<file path="src/rtl/credit_controller.sv">
// Vending-machine credit front end: turns coin, vend and cancel pulses into
// registered up/down step commands for a downstream credit counter.
module credit_controller #(
  parameter int n          = 4,
  parameter int PRICE      = 3,
  parameter int MAX_CREDIT = 15
) (
  input  logic         clk,
  input  logic         reset,
  input  logic         coin_nickel,
  input  logic         coin_dime,
  input  logic         vend_req,
  input  logic         cancel,
  output logic         UpDown,
  output logic         Inc,
  output logic         step_valid,
  output logic [n-1:0] credit,
  output logic         dispense,
  output logic         change_pulse,
  output logic         coin_reject,
  output logic         vend_denied,
  output logic         busy
);

  typedef enum logic [1:0] {
    IDLE     = 2'd0,
    VEND     = 2'd1,
    DISPENSE = 2'd2,
    RETURN   = 2'd3
  } state_t;

  localparam logic [n-1:0] PRICE_C = n'(PRICE);
  localparam logic [n:0]   MAX_C   = (n+1)'(MAX_CREDIT);

  state_t       state_r, state_s;
  logic [n-1:0] credit_r, credit_s;
  logic [n-1:0] remaining_r, remaining_s;
  logic         updown_r, updown_s;
  logic         inc_r, inc_s;
  logic         step_r, step_s;
  logic         dispense_r, dispense_s;
  logic         change_r, change_s;
  logic         reject_r, reject_s;
  logic         denied_r, denied_s;
  logic         busy_r;
  logic [n:0]   nickel_sum_s, dime_sum_s;

  assign nickel_sum_s = {1'b0, credit_r} + (n+1)'(1);
  assign dime_sum_s   = {1'b0, credit_r} + (n+1)'(2);

  // Next-state, next-credit and next-output decode
  always_comb begin
    state_s     = state_r;
    credit_s    = credit_r;
    remaining_s = remaining_r;
    updown_s    = 1'b0;
    inc_s       = 1'b0;
    step_s      = 1'b0;
    dispense_s  = 1'b0;
    change_s    = 1'b0;
    reject_s    = 1'b0;
    denied_s    = 1'b0;
    case (state_r)
      IDLE: begin
        // A cancel with no credit has nothing to return, so it does not mask other inputs
        if (cancel && (credit_r != n'(0))) begin
          state_s  = RETURN;
          reject_s = coin_nickel | coin_dime;
        end else if (vend_req) begin
          reject_s = coin_nickel | coin_dime;
          if (credit_r >= PRICE_C) begin
            state_s     = VEND;
            remaining_s = PRICE_C;
          end else begin
            denied_s = 1'b1;
          end
        end else if (coin_dime) begin
          if (dime_sum_s <= MAX_C) begin
            step_s   = 1'b1;
            inc_s    = 1'b1;
            credit_s = dime_sum_s[n-1:0];
            reject_s = coin_nickel;
          end else begin
            reject_s = 1'b1;
          end
        end else if (coin_nickel) begin
          if (nickel_sum_s <= MAX_C) begin
            step_s   = 1'b1;
            credit_s = nickel_sum_s[n-1:0];
          end else begin
            reject_s = 1'b1;
          end
        end else begin
          state_s = IDLE;
        end
      end
      VEND: begin
        reject_s = coin_nickel | coin_dime;
        step_s   = 1'b1;
        updown_s = 1'b1;
        if (remaining_r >= n'(2)) begin
          inc_s       = 1'b1;
          credit_s    = credit_r - n'(2);
          remaining_s = remaining_r - n'(2);
        end else begin
          credit_s    = credit_r - n'(1);
          remaining_s = remaining_r - n'(1);
        end
        if (remaining_s == n'(0)) begin
          state_s = DISPENSE;
        end else begin
          state_s = VEND;
        end
      end
      DISPENSE: begin
        reject_s   = coin_nickel | coin_dime;
        dispense_s = 1'b1;
        if (credit_r != n'(0)) begin
          state_s = RETURN;
        end else begin
          state_s = IDLE;
        end
      end
      RETURN: begin
        reject_s = coin_nickel | coin_dime;
        if (credit_r != n'(0)) begin
          step_s   = 1'b1;
          updown_s = 1'b1;
          change_s = 1'b1;
          credit_s = credit_r - n'(1);
          if (credit_s == n'(0)) begin
            state_s = IDLE;
          end else begin
            state_s = RETURN;
          end
        end else begin
          state_s = IDLE;
        end
      end
      default: begin
        state_s = IDLE;
      end
    endcase
  end

  // State, credit mirror and registered outputs
  always_ff @(posedge clk or posedge reset) begin
    if (reset) begin
      state_r     <= IDLE;
      credit_r    <= '0;
      remaining_r <= '0;
      updown_r    <= 1'b0;
      inc_r       <= 1'b0;
      step_r      <= 1'b0;
      dispense_r  <= 1'b0;
      change_r    <= 1'b0;
      reject_r    <= 1'b0;
      denied_r    <= 1'b0;
      busy_r      <= 1'b0;
    end else begin
      state_r     <= state_s;
      credit_r    <= credit_s;
      remaining_r <= remaining_s;
      updown_r    <= updown_s;
      inc_r       <= inc_s;
      step_r      <= step_s;
      dispense_r  <= dispense_s;
      change_r    <= change_s;
      reject_r    <= reject_s;
      denied_r    <= denied_s;
      busy_r      <= (state_s != IDLE);
    end
  end

  assign UpDown       = updown_r;
  assign Inc          = inc_r;
  assign step_valid   = step_r;
  assign credit       = credit_r;
  assign dispense     = dispense_r;
  assign change_pulse = change_r;
  assign coin_reject  = reject_r;
  assign vend_denied  = denied_r;
  assign busy         = busy_r;

endmodule

</file>
<file path="config.mk">
export PLATFORM = sky130hd
export DESIGN_NAME = credit_controller
export DESIGN_NICKNAME = d
export VERILOG_FILES = /design/src/rtl/credit_controller.sv
export SDC_FILE = /design/constraint.sdc
export NUM_CORES = 1
export LEC_CHECK = 0
export CAP_MARGIN = 20
export CORE_AREA = 4 4 60 62
export CTS_CLUSTER_DIAMETER = 150
export DETAILED_ROUTE_END_ITERATION = 8
export DIE_AREA = 0 0 64 66
export DONT_BUFFER_PORTS = 1
export MAX_ROUTING_LAYER = met4
export REMOVE_ABC_BUFFERS = 1
export SLEW_MARGIN = 30
export SYNTH_ARGS = -nofsm -noshare
export SYNTH_HDL_FRONTEND = slang
export SYNTH_SLANG_ARGS = --single-unit
</file>
<file path="constraint.sdc">
create_clock -name clk -period 4.8 [get_ports clk]
set_input_delay 0.72 -clock clk [delete_from_list [all_inputs] [get_ports clk]]
set_output_delay 0.72 -clock clk [all_outputs]
set_load 0.01 [all_outputs]
</file>
==> reports/metrics.csv <==
metric,value,unit
area_delta_synth_final,4.21,%
slew_headroom,0.548,
dieArea,4220,µm²
io_pins,18,
vias_per_cell,5.46,
insertedDiodeCount,0,
grt.total_usage,0.146,
synth_top_cell_by_area,dfrtp_1,
synth_top_area_frac,0.337,
worstReg2RegEnd,credit[1],
clk_latency,0.29,ns
cts_buffers,3,
ys_ff_latch,18,
hold_viol_final,0,
power_leakage,0.608,nW
start_kind,flop,
antenna_found_initial,0,
worstPathArrival,2.67,ns
cts.repair.resized,0,
clkPwrFrac,0.096,
synth.distinct_cells,49,
p_sw_frac,0.480,
synth-main-ff-cell,dfrtp_1,
layout_commonest_cell,dfrtp_1,
synthMuxAreaShare,0.0486,
grt_max_degree,19,
synthSimpleGateAreaFrac,0.172,
path_depth,7,
wire_per_inst,15.3,µm
fin_skew,0.00946,ns
rr_worst_depth,7,
internal-power,0.000511,W
grt_pass1_vias,995,
ff2ff_setup_slack,2.32,ns
place_hpwl,2.12,mm
die_h,66,µm
clkSinkCount,18,
fin_area,1390,µm²
syn-instance-count,136,
hold_class,input pin to asynchronous set/reset pin,
critPathMaxStageDelay,0.54,ns
cts_tree,done,
crit_path_top_delay_cell,dfrtp_1,
cp_top_family,flip-flops,
io_buffer_count,0,
wl,2.75,mm
status,completed,
synth_area,1340,µm²
drc_errors,0,
reg2reg_from,credit[1],
cap_violations,0,
final_cell_mix,"18 x dfrtp_1, 14 x ha_1, 11 x inv_1, 10 x nand2_1",
synthXorXnorAreaFrac,0.0393,
ir_worst_vdd,0.246,mV
initial_core_util,0.442,
fp-row-count,20,
drive_gt1_frac,0.104,
syn_area_per_cell,9.83,µm²
synth_top_family_by_area,compound AO/OA/AOI/OAI gates,
post_cts_buffers,0,
root_buffer,clkbuf_4,
fin_crit_sh,0.516,
clk_pin_slew_worst_paths,0.11,ns
grt_pass1_wl,4.86,mm
path_class,flop to flop,
power_frac_comb,0.550,
synth_compound_area_frac,0.215,
die-width,64,µm
ys_seq_area_frac,0.337,
synth_area_leaders,"dfrtp_1 34%, ha_1 13%, xnor2_1 3.9%, mux2i_1 3.7%, inv_1 3.1%",
seq_power_share,0.354,
async_flop_share,1.00,
crit_required,4.99,ns
grt_overflow_total,0,
rsz0062_at_grt,false,
cts_htree_levels,1,
max_freq,404,MHz
dr.first_iter.drc_count,30,
ant_nets,0,
power.switching,0.000472,W
ys.warnings.count,0,
hold_buffers,0,
critPathBufInv,1,
tns,0,ns
tightest_slew,0.678,ns
cp_max_fo,8,
synth_edf_count,0,
core,3030,µm²
path_cells,inv_1 -> ha_1 -> or3b_4 -> a21oi_2 -> nor2_2 -> a211oi_4 -> mux2_4,
dpl-instance-area,1360,µm²
synth_fa_ha_area_frac,0.131,
powerDensity,706,nW/µm²
drv_slew,0,
fin_util,0.460,
cts_buffer_depth,2,
vias,977,
setup_violations,0,
fin_crit,2.48,ns
end_kind,flop,
gp_congestion,0.874,
dr.pass1.iters,4,
nNetsFinal,156,
## Yosys cell counts, types with 2 or more instances
master / count
a211oi_1: 2
clkbuf_1: 2
mux2i_1: 5
a31oi_1: 2
ha_1: 14
nor2b_1: 4
inv_1: 11
o22ai_1: 2
nand2_1: 10
nor2_1: 6
o211ai_1: 2
dfrtp_1: 18
a21oi_1: 5
nor4_2: 2
o21ai_0: 2
nand2b_1: 3
buf_6: 2
xnor2_1: 6
o21ai_1: 6
nor3_1: 2
a22o_1: 2
## how the worst max path moves through the flow
stage	from	to	slack, ns
after floorplan	credit[1]	credit[1]	2.61
final	credit[1]	credit[1]	2.32
after CTS	credit[1]	credit[1]	2.33
after global placement	credit[1]	credit[1]	2.37
after detailed placement	credit[1]	credit[1]	2.36
after global routing	credit[1]	credit[1]	2.21
## per-layer routing
layer	vias up	part of all wire	track usage
met5	-	0	-
met4	0	0.0091	0.0404
met3	2	0.047	0.0340
met2	22	0.44	0.219
met1	469	0.50	0.197
li1	484	-	-
## area by class of cell
cell class | instances | area, µm²
Clock buffer | 4 | 36.3
Multi-Input combinational cell | 102 | 811
Sequential cell | 18 | 450
Inverter | 11 | 41.3
Tap cell | 44 | 55.1
Fill cell | 282 | 1630
## registers in the layout (all words and copies together) (netlist names)
| signal | cells |
|---|---|
| credit | 4 |
| remaining_r | 4 |
| state_r | 2 |
| Inc | 1 |
| UpDown | 1 |
| busy | 1 |
| change_pulse | 1 |
| coin_reject | 1 |
| dispense | 1 |
| step_valid | 1 |
| vend_denied | 1 |
## stage by stage
stage,cells,hold slack (ns),worst slack (ns),total power [W]
final,179,0.397,2.32,0.000983
after detailed placement,175,0.577,2.36,0.000890
after CTS,179,0.424,2.33,0.000985
after floorplan,131,0.525,2.61,0.000766
after global routing,179,0.472,2.21,0.00108
after global placement,175,0.568,2.37,0.000876
## cell families after synthesis
group / count (synthesis)
muxes: 6
DFF: 18
and+or+nand+nor: 39
buffers and inverters: 16
xor gates and xnor gates: 6
AOI/OAI and AO/OA: 37
adders and majority gates: 14
## power groups by stage
stage | Combinational [W] | Sequential, W | Clock (W)
after global routing | 0.000612 | 0.000363 | 0.000103
after CTS | 0.000542 | 0.000347 | 0.0000961
after floorplan | 0.000449 | 0.000316 | 0
after global placement | 0.000529 | 0.000347 | 0
after detailed placement | 0.000539 | 0.000351 | 0
final | 0.000541 | 0.000348 | 0.0000945
Note: power is estimated with default switching activity, not from simulation.
